[src/rtl/inst_encoder_pkg.sv]
// Shared definitions for the instruction encoder: formats, opcode maps,
// request bundle and small immediate helpers.
package inst_encoder_pkg;

    typedef logic [31:0] word;
    typedef logic [31:0] instr_t;

    typedef enum logic [2:0] {
        FMT_R  = 3'd0,
        FMT_I  = 3'd1,
        FMT_S  = 3'd2,
        FMT_B  = 3'd3,
        FMT_U  = 3'd4,
        FMT_J  = 3'd5,
        FMT_LI = 3'd6
    } enc_fmt_t;

    typedef enum logic [1:0] {
        EMPTY     = 2'd0,
        FULL      = 2'd1,
        FULL_PEND = 2'd2
    } enc_state_t;

    // Opcode bits [6:2] as used by decode; bits [1:0] are always 2'b11.
    localparam logic [4:0] ISA_OPMAP_LOAD   = 5'b00000;
    localparam logic [4:0] ISA_OPMAP_OP_IMM = 5'b00100;
    localparam logic [4:0] ISA_OPMAP_AUIPC  = 5'b00101;
    localparam logic [4:0] ISA_OPMAP_STORE  = 5'b01000;
    localparam logic [4:0] ISA_OPMAP_OP     = 5'b01100;
    localparam logic [4:0] ISA_OPMAP_LUI    = 5'b01101;
    localparam logic [4:0] ISA_OPMAP_BRANCH = 5'b11000;
    localparam logic [4:0] ISA_OPMAP_JALR   = 5'b11001;
    localparam logic [4:0] ISA_OPMAP_JAL    = 5'b11011;

    localparam instr_t INSTR_NOP = 32'h0000_0013;

    typedef struct packed {
        enc_fmt_t   fmt;
        logic [4:0] opmap;
        logic [4:0] rd;
        logic [4:0] rs1;
        logic [4:0] rs2;
        logic [2:0] funct3;
        logic [6:0] funct7;
        word        imm;
    } enc_req_t;

    // Full 7-bit opcode from the opcode map.
    function automatic logic [6:0] opcode_of(input logic [4:0] opmap);
        return {opmap, 2'b11};
    endfunction

    // True when v is representable as a signed value of the given width.
    function automatic logic fits_signed(input word v, input int unsigned bits);
        word hi;
        hi = word'($signed(v) >>> (bits - 1));
        return (hi == '0) || (hi == '1);
    endfunction

endpackage

[src/rtl/inst_encoder_imm_encode.sv]
// Scatters a full signed immediate into the instruction bit positions the
// decode-side immediate generator gathers from, and flags values that do
// not fit the chosen format.
module imm_encode
    import inst_encoder_pkg::*;
(
    input  enc_fmt_t fmt,
    input  word      imm,
    output instr_t   imm_bits,
    output logic     range_err
);

    // Per-format bit scatter and range check; R and LI carry no immediate here.
    always_comb begin
        imm_bits  = '0;
        range_err = 1'b0;
        case (fmt)
            FMT_I: begin
                imm_bits  = {imm[11:0], 20'b0};
                range_err = !fits_signed(imm, 12);
            end
            FMT_S: begin
                imm_bits  = {imm[11:5], 13'b0, imm[4:0], 7'b0};
                range_err = !fits_signed(imm, 12);
            end
            FMT_B: begin
                imm_bits  = {imm[12], imm[10:5], 13'b0, imm[4:1], imm[11], 7'b0};
                range_err = !fits_signed(imm, 13) || imm[0];
            end
            FMT_U: begin
                imm_bits  = {imm[31:12], 12'b0};
                range_err = (imm[11:0] != 12'd0);
            end
            FMT_J: begin
                imm_bits  = {imm[20], imm[10:1], imm[11], imm[19:12], 12'b0};
                range_err = !fits_signed(imm, 21) || imm[0];
            end
            default: begin
                imm_bits  = '0;
                range_err = 1'b0;
            end
        endcase
    end

endmodule

[src/rtl/inst_encoder.sv]
// Field-level request to RV32I instruction encoder with LI expansion and a
// one-entry registered output stage plus a shadow slot for the LI's ADDI.
module inst_encoder
    import inst_encoder_pkg::*;
#(
    parameter bit CHECK_RANGE = 1'b1
) (
    input  logic        clk,
    input  logic        rst,
    input  logic        req_valid,
    output logic        req_ready,
    input  logic [2:0]  req_fmt,
    input  logic [4:0]  req_opmap,
    input  logic [4:0]  req_rd,
    input  logic [4:0]  req_rs1,
    input  logic [4:0]  req_rs2,
    input  logic [2:0]  req_funct3,
    input  logic [6:0]  req_funct7,
    input  logic [31:0] req_imm,
    output logic        out_valid,
    input  logic        out_ready,
    output logic [31:0] out_inst,
    output logic        out_last,
    output logic        out_err
);

    enc_req_t   w_req;
    enc_state_t r_state;
    enc_state_t w_state_next;
    instr_t     w_imm_bits;
    logic       w_range_err;
    instr_t     w_fields;
    logic       w_is_li;
    logic       w_li_small;
    logic [19:0] w_li_upper;
    logic       w_two;
    instr_t     w_first;
    instr_t     w_second;
    logic       w_err;
    logic       w_accept;
    instr_t     r_inst;
    instr_t     r_shadow;
    logic       r_last;
    logic       r_err;

    assign w_req = '{fmt: enc_fmt_t'(req_fmt), opmap: req_opmap, rd: req_rd,
                     rs1: req_rs1, rs2: req_rs2, funct3: req_funct3,
                     funct7: req_funct7, imm: req_imm};

    imm_encode u_imm_encode (
        .fmt       (w_req.fmt),
        .imm       (w_req.imm),
        .imm_bits  (w_imm_bits),
        .range_err (w_range_err)
    );

    // Register/function fields kept by each format; the immediate is ORed in.
    always_comb begin
        w_fields = {w_req.funct7, w_req.rs2, w_req.rs1, w_req.funct3, w_req.rd,
                    opcode_of(w_req.opmap)};
        case (w_req.fmt)
            FMT_I:        w_fields = {12'b0, w_req.rs1, w_req.funct3, w_req.rd,
                                      opcode_of(w_req.opmap)};
            FMT_S, FMT_B: w_fields = {7'b0, w_req.rs2, w_req.rs1, w_req.funct3, 5'b0,
                                      opcode_of(w_req.opmap)};
            FMT_U, FMT_J: w_fields = {20'b0, w_req.rd, opcode_of(w_req.opmap)};
            default:      ;
        endcase
    end

    // (imm + 0x800)[31:12] equals imm[31:12] + imm[11], wrapping at 2^20.
    assign w_is_li    = (w_req.fmt == FMT_LI);
    assign w_li_small = fits_signed(w_req.imm, 12);
    assign w_li_upper = w_req.imm[31:12] + {19'b0, w_req.imm[11]};
    assign w_two      = w_is_li && !w_li_small && (w_req.imm[11:0] != 12'd0);
    assign w_err      = CHECK_RANGE && !w_is_li && w_range_err;

    // First emitted word and the ADDI that may follow an LUI.
    always_comb begin
        w_second = {w_req.imm[11:0], w_req.rd, 3'b000, w_req.rd, opcode_of(ISA_OPMAP_OP_IMM)};
        if (!w_is_li) begin
            w_first = w_fields | w_imm_bits;
        end else if (w_li_small) begin
            w_first = {w_req.imm[11:0], 5'd0, 3'b000, w_req.rd, opcode_of(ISA_OPMAP_OP_IMM)};
        end else begin
            w_first = {w_li_upper, w_req.rd, opcode_of(ISA_OPMAP_LUI)};
        end
    end

    // State register.
    always_ff @(posedge clk or posedge rst) begin
        if (rst) r_state <= EMPTY;
        else     r_state <= w_state_next;
    end

    // Next-state logic.
    always_comb begin
        w_state_next = r_state;
        case (r_state)
            EMPTY:     if (w_accept) w_state_next = w_two ? FULL_PEND : FULL;
            FULL:      if (out_ready) w_state_next = w_accept ? (w_two ? FULL_PEND : FULL) : EMPTY;
            FULL_PEND: if (out_ready) w_state_next = FULL;
            default:   w_state_next = EMPTY;
        endcase
    end

    // Handshake outputs decoded from state.
    always_comb begin
        req_ready = ((r_state == EMPTY) || ((r_state == FULL) && out_ready)) && !rst;
        out_valid = (r_state != EMPTY);
        w_accept  = req_valid && req_ready;
    end

    // Output and shadow registers: load on accept, promote the ADDI after an LUI drains.
    always_ff @(posedge clk or posedge rst) begin
        if (rst) begin
            r_inst   <= INSTR_NOP;
            r_last   <= 1'b0;
            r_err    <= 1'b0;
            r_shadow <= '0;
        end else if (w_accept) begin
            r_inst   <= w_first;
            r_last   <= !w_two;
            r_err    <= w_err;
            r_shadow <= w_two ? w_second : '0;
        end else if ((r_state == FULL_PEND) && out_ready) begin
            r_inst   <= r_shadow;
            r_last   <= 1'b1;
            r_err    <= 1'b0;
            r_shadow <= '0;
        end
    end

    assign out_inst = r_inst;
    assign out_last = r_last;
    assign out_err  = r_err;

endmodule

[config.mk]
export PLATFORM = sky130hd
export DESIGN_NAME = inst_encoder
export DESIGN_NICKNAME = d
export VERILOG_FILES = /design/src/rtl/inst_encoder_pkg.sv /design/src/rtl/inst_encoder_imm_encode.sv /design/src/rtl/inst_encoder.sv
export SDC_FILE = /design/constraint.sdc
export NUM_CORES = 1
export LEC_CHECK = 0
export BUFFER_PORTS_ARGS = -buffer_cell sky130_fd_sc_hd__buf_4
export CORE_UTILIZATION = 50
export CTS_CLUSTER_DIAMETER = 120
export DETAILED_ROUTE_END_ITERATION = 8
export GPL_TIMING_DRIVEN = 0
export PLACE_DENSITY = 0.78
export SKIP_CTS_REPAIR_TIMING = 1
export SYNTH_ARGS = -nofsm -noshare
export SYNTH_HDL_FRONTEND = slang
export SYNTH_HIERARCHICAL = 1
export SYNTH_SLANG_ARGS = --single-unit
[constraint.sdc]
create_clock -name clk -period 4.1 [get_ports clk]
set_input_delay 1.025 -clock clk [delete_from_list [all_inputs] [get_ports clk]]
set_output_delay 1.025 -clock clk [all_outputs]
set_load 0.02 [all_outputs]
After elaboration in Yosys (flattened, before gate mapping)
Cells that the tools add are included.
{"block": "totals", "regBits": 68, "inputBits": 69, "output_inout_bits": 36, "wordCells": 71}
{"block": "classes", "n_addsub": 1, "n_eq_ne": 14, "muxes": 20, "bitwise_logic": 1, "n_reduce_logical": 30}
{"op": "two-way mux 32 bit", "n": 7}
{"op": "one-hot mux 32 bit (5 select lines)", "n": 1}
{"op": "== test 32 bit (second input constant)", "n": 3}
{"op": "logical NOT 32 bit", "n": 3}
{"op": "one-hot mux 32 bit (3 select lines)", "n": 1}
{"op": "OR 32 bit", "n": 1}
{"op": "adder 20 x 1 -> 20 bit", "n": 1}
{"op": "nonzero test 12 bit", "n": 1}
{"op": "two-way mux 2 bit", "n": 5}
{"op": "== test 3 bit (second input constant)", "n": 3}
{"op": "logical AND 1 bit", "n": 7}
{"op": "== test 3 x 2 -> 1 bit (second input constant)", "n": 2}
{"op": "logical NOT 1 bit", "n": 6}
{"op": "logical OR 1 bit", "n": 6}
{"op": "!= test 2 bit (second input constant)", "n": 3}
{"op": "one-hot mux 2 bit (3 select lines)", "n": 1}
{"op": "OR reduction 2 bit", "n": 3}
{"op": "two-way mux 1 bit", "n": 4}
{"op": "one-hot mux 1 bit (4 select lines)", "n": 1}
{"op": "nonzero test 2 bit", "n": 2}
{"op": "== test 3 x 1 -> 1 bit (second input constant)", "n": 1}
{"op": "AND reduction 3 bit", "n": 1}
{"op": "== test 2 x 1 -> 1 bit (second input constant)", "n": 1}
{"op": "== test 2 bit (second input constant)", "n": 1}
{"op": "logical NOT 2 bit", "n": 1}

Depth between registers and ports, before layout
Gate-level depths: netlist of the first run.
{"block": "depth", "word_depth": 9, "ltp_mapped": 10, "ltp_nobuf": 9}

Modules after synthesis
The synthesis of the first run kept the hierarchy.
{"module": "inst_encoder", "instances": 1, "cells_per_inst": 359, "area_per_inst_um2": 3249.4, "seq_area_each_um2": 1328.8}
{"module": "imm_encode", "instances": 1, "cells_per_inst": 97, "area_per_inst_um2": 591.8, "seq_area_each_um2": 0.0}

Least setup slack after synthesis of the first run
No wires, ideal clock.
{"block": "synth_timing", "path_kind": "input to output", "from": "in out_ready", "to": "out req_ready", "arrival_ns": 1.520, "path_slack_ns": 1.555, "cell_stages": 2, "path_buffers": 0, "cell_sequence": "nor2b_1 > nor3_1"}
{"block": "synth_between", "elab_chain_len": 3}
{"item": "start, declared", "line": "inst_encoder.sv:21", "text": "input logic out_ready,"}
{"item": "logical AND 1 bit", "line": "inst_encoder.sv:109", "text": "req_ready = ((r_state == EMPTY) || ((r_state == FULL) && out_ready)) && !rst;"}
{"item": "logical OR 1 bit", "line": "inst_encoder.sv:109"}
{"item": "logical AND 1 bit", "line": "inst_encoder.sv:109"}
{"item": "end, declared", "line": "inst_encoder.sv:11", "text": "output logic req_ready,"}
No other way between the ends.

Worst setup path in the final report of the first run
{"block": "layout_timing", "from": "in req_imm[11]", "to": "reg r_inst[28], in the netlist out_inst[28]"}
{"block": "layout_between", "elab_chain_len": 5, "word_cells_on_any_way": 7}
{"item": "start, declared", "line": "inst_encoder.sv:19", "text": "input logic [31:0] req_imm,"}
{"item": "branches (longest 2 deep; another with adder 20 x 1 -> 20 bit)"}
{"item": "two-way mux 32 bit *", "line": "inst_encoder.sv:83", "text": "end else if (w_li_small) begin"}
{"item": "two-way mux 32 bit *", "line": "inst_encoder.sv:81", "text": "if (!w_is_li) begin"}
{"item": "two-way mux 32 bit *", "line": "inst_encoder.sv:121", "text": "end else if (w_accept) begin"}
{"item": "end signal, assigned", "line": "inst_encoder.sv:122", "text": "r_inst <= w_first;"}
{"item": "end signal, assigned", "line": "inst_encoder.sv:127", "text": "r_inst <= r_shadow;"}
{"item": "end, declared", "line": "inst_encoder.sv:41", "text": "instr_t r_inst;"}
Every way passes the cells marked *.
A chain may end at the register's enable or synchronous reset.

==> results_dict.tcl, run 1 <==
set metrics [dict create \
    grt_setup_unrepaired "no" \
    cellLeakagePower_nw 2.13 \
    peakVddDrop_uv 130 \
    dp_hpwl_um 9480 \
    r2r_slack_ns 1.73 \
    syn_area_um2 3830 \
    route.detailed.drc 0 \
    multi_input_comb_area_um2 2320 \
    layout_setup_ws_ns 1.22 \
    max_freq_mhz 347 \
    max_stage_delay_ns 0.41 \
    final_nets 641 \
    io_buffers 103 \
    r2r_cells 8 \
    setup_viol 0 \
    seqCellArea_um2 1330 \
    dr_total_vias 4236 \
    place.gp.congestion 0.944 \
    outcome "completed" \
    nFillCells 651 \
    fin_crit_sh_pct 70.2 \
    grt.overflow.total 0 \
    num_rows 31 \
    area_growth_pct 26.7 \
    met3_length_um 1130 \
    synth_warnings 6 \
    insertion_delay_ns 0.31 \
    path_clk_slew_ns 0.10 \
    power.density_nw_per_um2 324 \
    required_ns 4.29 \
    grt_pass1_vias 3764 \
    critical_path.cell_chain "buf_4 > ha_1 > ha_1 > and3_1 > nand4bb_1 > nor3_1 > xor2_1 > a221oi_1 > nor2_1" \
    path_class "in2reg" \
    wl_met2_um 6060 \
    hold_path.class "reg2reg" \
    worstSetupEndpointType "flop" \
    fin_setup_tns_ns 0 \
    max-slew-margin-rel_pct 45.1 \
    hold_depth 2 \
    dr.pass1.iters 5 \
    layout-drive-gt1-share_pct 27.5 \
    wl_per_cell_um 18.8 \
    path_delay_family "simple AND/OR/NAND/NOR gates" \
    grt_max_degree 38 \
    die_h_um 89.5 \
    wl_met1_um 5110 \
    first_iter_violations 383 \
    tightest_slew_ns 0.817 \
    pre_cts_ws_ns 0.961 \
    track_usage_pct 32.0 \
    cts_tree "yes" \
    h-tree-depth 2 \
    maxCapViolCount 0 \
    routed_wl_um 12600 \
    rr_endpoint "out_inst[25]$_DFFE_PP0P_" \
    crit_top_cell "ha_1" \
    grt_pass1_wl_um 19200 \
    avgSynthCellArea_um2 8.43 \
    slowest_stage "a221oi_1" \
    holdPathEnd "out_inst[4]$_DFFE_PP1P_" \
    routed.top_layer "met4" \
    pin_count 105 \
    via_per_inst 6.33 \
    syn_inst 454 \
    min_from "out_inst[4]$_DFFE_PP1P_" \
    die_w_um 89.5 \
    timing.rr.start "r_state[1]$_DFFE_PP0P_" \
    dieArea_um2 8010 \
    ant_nets 0 \
    clockBufferDepth 2 \
    antenna_found_initial 0 \
    design.core.area_um2 7330 \
    hold_viol_final 0 \
    cts-root-buf "clkbuf_8" \
    cp.depth 9 \
    crit_arrival_ns 3.07 \
    skew_ns 0.00521 \
    start_kind "input port" \
    start_util_pct 52.2 \
    diodes 0 \
    min_period_ns 2.88 \
    cp_max_fo 11 \
    critical_path_buf_inv_count 1 \
    cts_buffers 5 \
    slew_violations 0 \
    clock_sinks 53 \
]
[worst max path at each step]
stage | from | end | slack, ns
after floorplan | out_ready | req_ready | 1.56
after global placement | req_imm[11] | out_inst[28]$_DFFE_PP0P_ | 1.02
after detailed placement | req_imm[11] | out_inst[28]$_DFFE_PP0P_ | 0.96
after CTS | req_imm[11] | out_inst[28]$_DFFE_PP0P_ | 1.28
after global routing | req_imm[11] | out_inst[28]$_DFFE_PP0P_ | 1.06
final | req_imm[11] | out_inst[28]$_DFFE_PP0P_ | 1.22
[worst reg2reg max path: stages (launching register included)]
cell and delay, ns:
dfrtp_1 0.37, clkbuf_1 0.18, nor3b_1 0.38, nand2_1 0.35, buf_2 0.32, a21oi_1 0.14, o221ai_1 0.14, a221oi_2 0.29
nor2_1 0.08
[per-layer routing]
metal,global-route usage [%],up-vias
li1,-,1941
met2,53.8,249
met5,0,-
met1,43.0,2016
met4,9.81,0
met3,3.88,30
[cell type report]
cell class / instances / area share [%]
multi-input cells: 369 / 47.8
flip-flops and latches: 53 / 27.4
repair buffers: 104 / 16.4
plain buffers: 28 / 3.43
well taps: 99 / 2.56
clock buffers: 6 / 1.50
inverters: 8 / 0.620
clock inverters: 2 / 0.310
[per-stage QoR]
step | instances | utilization, % | hold slack [ns] | area [um2] | power, mW
3_5_place_dp | 661 | 64.9 | 0.476 | 4760 | 1.28
6_report | 669 | 66.1 | 0.488 | 4850 | 1.57
5_1_grt | 669 | 66.1 | 0.519 | 4850 | 1.65
2_1_floorplan | 458 | - | 0.462 | 3840 | 0.993
4_1_cts | 669 | 66.1 | 0.491 | 4850 | 1.56
3_3_place_gp | 660 | 64.6 | 0.463 | 4740 | 1.26
[flip-flops by register name, summed over array words and instances (netlist names)]
| signal | cells |
|---|---|
| out_inst | 31 |
| r_shadow | 18 |
| r_state | 2 |
| out_err | 1 |
| out_last | 1 |
[where the power goes]
part           leakage, nW  switching, mW  internal (mW)
sequential           0.661         0.0539          0.611
combinational         1.43          0.352          0.260
clock               0.0374          0.170          0.121
[placed cells by master, fill, tap and decap left out, drive strengths merged, types with 3 or more instances in the layout]
cell / count
dfrtp: 51
a22o: 17
buf: 122
a21oi: 61
a221oi: 12
xor2: 6
and3: 9
nand2b: 3
nand3: 11
o21ai: 21
o31ai: 5
a221o: 3
and2: 13
clkbuf: 16
nand2: 28
ha: 3
a22oi: 12
a311oi: 3
nor3: 19
xnor2: 12
nand4: 9
nor2b: 3
nor2: 52
o22ai: 10
conb: 5
nor4: 16
or2: 4
inv: 6
o221ai: 6
No activity file was read; power rests on OpenSTA's default activity.
==> run 2: changes to the inputs <==
CORE_UTILIZATION = 48   (was 50)
clock period = 2.35 ns   (was 4.1 ns; I/O delays follow)
==> run 2 against run 1 <==
Total power is 89% higher. Worst hold slack worse by 0.15 ns. Wire length is 1.0% lower. Critical path depth stayed put. Sequential power is 74% higher. Via count is 0.45% lower. Register-to-register slack worse by 1.6 ns. Combinational power is 75% higher. Final cell count is 0.75% higher. Count of clock-buffer cells in the layout is 1 lower. Largest power group unchanged.
==> results_dict.tcl, run 2 (synthesized netlist as in run 1, its figures left out) <==
set metrics [dict create \
    outcome "completed" \
    routed_wl_um 12400 \
    clockBufferDepth 2 \
    io_buffers 103 \
    clock_sinks 53 \
    grt_pass1_wl_um 19700 \
    path_class "in2reg" \
    layout_common_cells "buf_4, a21oi_1, nor2_1, dfrtp_1, nand2_1" \
    hold_viol_final 0 \
    cts-root-buf "clkbuf_8" \
    diodes 0 \
    max_freq_mhz 428 \
    skew_ns 0.00574 \
    grt_max_degree 31 \
    dr.pass1.iters 5 \
    crit_arrival_ns 2.52 \
    die_h_um 91.3 \
    layout-drive-gt1-share_pct 29.5 \
    start_kind "input port" \
    fin_setup_tns_ns 0 \
    max-slew-margin-rel_pct 40.4 \
    dr_total_vias 4217 \
    setup_viol 0 \
    fin_util_pct 64.4 \
    peakVddDrop_uv 329 \
    cts_tree "yes" \
    cellLeakagePower_nw 2.18 \
    cp_max_fo 11 \
    required_ns 2.54 \
    h-tree-depth 2 \
    grt_pass1_vias 3775 \
    grt.overflow.total 0 \
    ant_nets 0 \
    tightest_slew_ns 0.887 \
    place.gp.congestion 1.02 \
    layout_setup_ws_ns 0.0154 \
    design.core.area_um2 7730 \
    die_w_um 91.3 \
    first_iter_violations 306 \
    dp_hpwl_um 9380 \
    largest_reg_flops 31 \
    final_nets 643 \
    via_per_inst 6.26 \
    dp_cells 664 \
    slew_violations 0 \
    path_clk_slew_ns 0.10 \
    maxCapViolCount 0 \
    instances_no_fill 674 \
    power.density_nw_per_um2 596 \
    grt_setup_unrepaired "yes" \
    pre_cts_ws_ns -0.357 \
    dieArea_um2 8330 \
    num_rows 32 \
    fin_crit_sh_pct 99.3 \
    cts_buffers 5 \
    antenna_found_initial 0 \
    pin_count 105 \
    area_growth_pct 30.0 \
    min_period_ns 2.33 \
    route.detailed.drc 0 \
    wl_per_cell_um 18.5 \
    track_usage_pct 29.8 \
    mostFrequentLayoutCell "buf_4" \
    start_util_pct 49.5 \
    worstSetupEndpointType "flop" \
    hold_path.class "in2async" \
    insertion_delay_ns 0.31 \
]
[run 2: changes by cell type in the layout (fill, tap and decap cells not counted), moves of 2 or more]
cell	delta
bufinv_16	+2
clkinvlp_4	-2
ha_1	-2
ha_2	+2
[run 2: final cells by class]
| type | instances | area (um2) |
|---|---|---|
| Multi-Input combinational cell | 369 | 2370 |
| Tap cell | 102 | 128 |
| Sequential cell | 53 | 1330 |
| Clock buffer | 5 | 68.8 |
| Clock inverter | 3 | 68.8 |
| Fill cell | 664 | 2750 |
| Inverter | 8 | 30.0 |
| Timing Repair Buffer | 106 | 808 |
| Buffer | 28 | 170 |
[run 2: through the flow]
step	hold WS, ns	total power [mW]	cell area, um2
finish	0.340	2.96	4970
global route	0.371	3.11	4970
CTS	0.347	2.95	4900
detailed placement	0.469	2.23	4760
global placement	0.465	2.21	4740
floorplan	0.462	1.73	3840
[run 2: critical path: stages]
cell and delay, ns:
buf_4 0.16, ha_2 0.24, nand3_2 0.12, nor4_4 0.39, and4_4 0.29, nor3_2 0.09, buf_6 0.18, a221oi_2 0.35
nor2_1 0.09
[run 2: final timing paths]
check / from / endpoint / slack (ns) / depth (start not counted)
setup reg to reg: r_state[1]$_DFFE_PP0P_ / out_inst[20]$_DFFE_PP0P_ / 0.10 / 7
max in group asynchronous: rst / out_inst[18]$_DFFE_PP0P_ / 1.48 / 3
hold reg to reg: out_inst[5]$_DFFE_PP0P_ / out_inst[5]$_DFFE_PP0P_ / 0.49 / 2
setup / recovery: req_imm[11] / out_inst[21]$_DFFE_PP0P_ / 0.02 / 9
hold / removal: rst / r_shadow[21]$_DFFE_PP0P_ / 0.34 / 2
min in group clk: out_inst[5]$_DFFE_PP0P_ / out_inst[5]$_DFFE_PP0P_ / 0.49 / 2
[run 2: routing by layer]
metal,vias up,track usage [%],share of wire (%)
li1,1948,-,-
met4,0,8.86,2.0
met1,1984,42.6,42
met5,-,0,0
met2,264,47.6,47
met3,21,3.02,8.6
[run 2: where the power goes]
group,internal (mW),total (mW),switching [mW],leakage (nW)
registers,1.07,1.16,0.0959,0.661
clock network,0.429,0.732,0.304,0.0687
logic,0.458,1.07,0.610,1.45
total,1.95,2.96,1.01,2.18
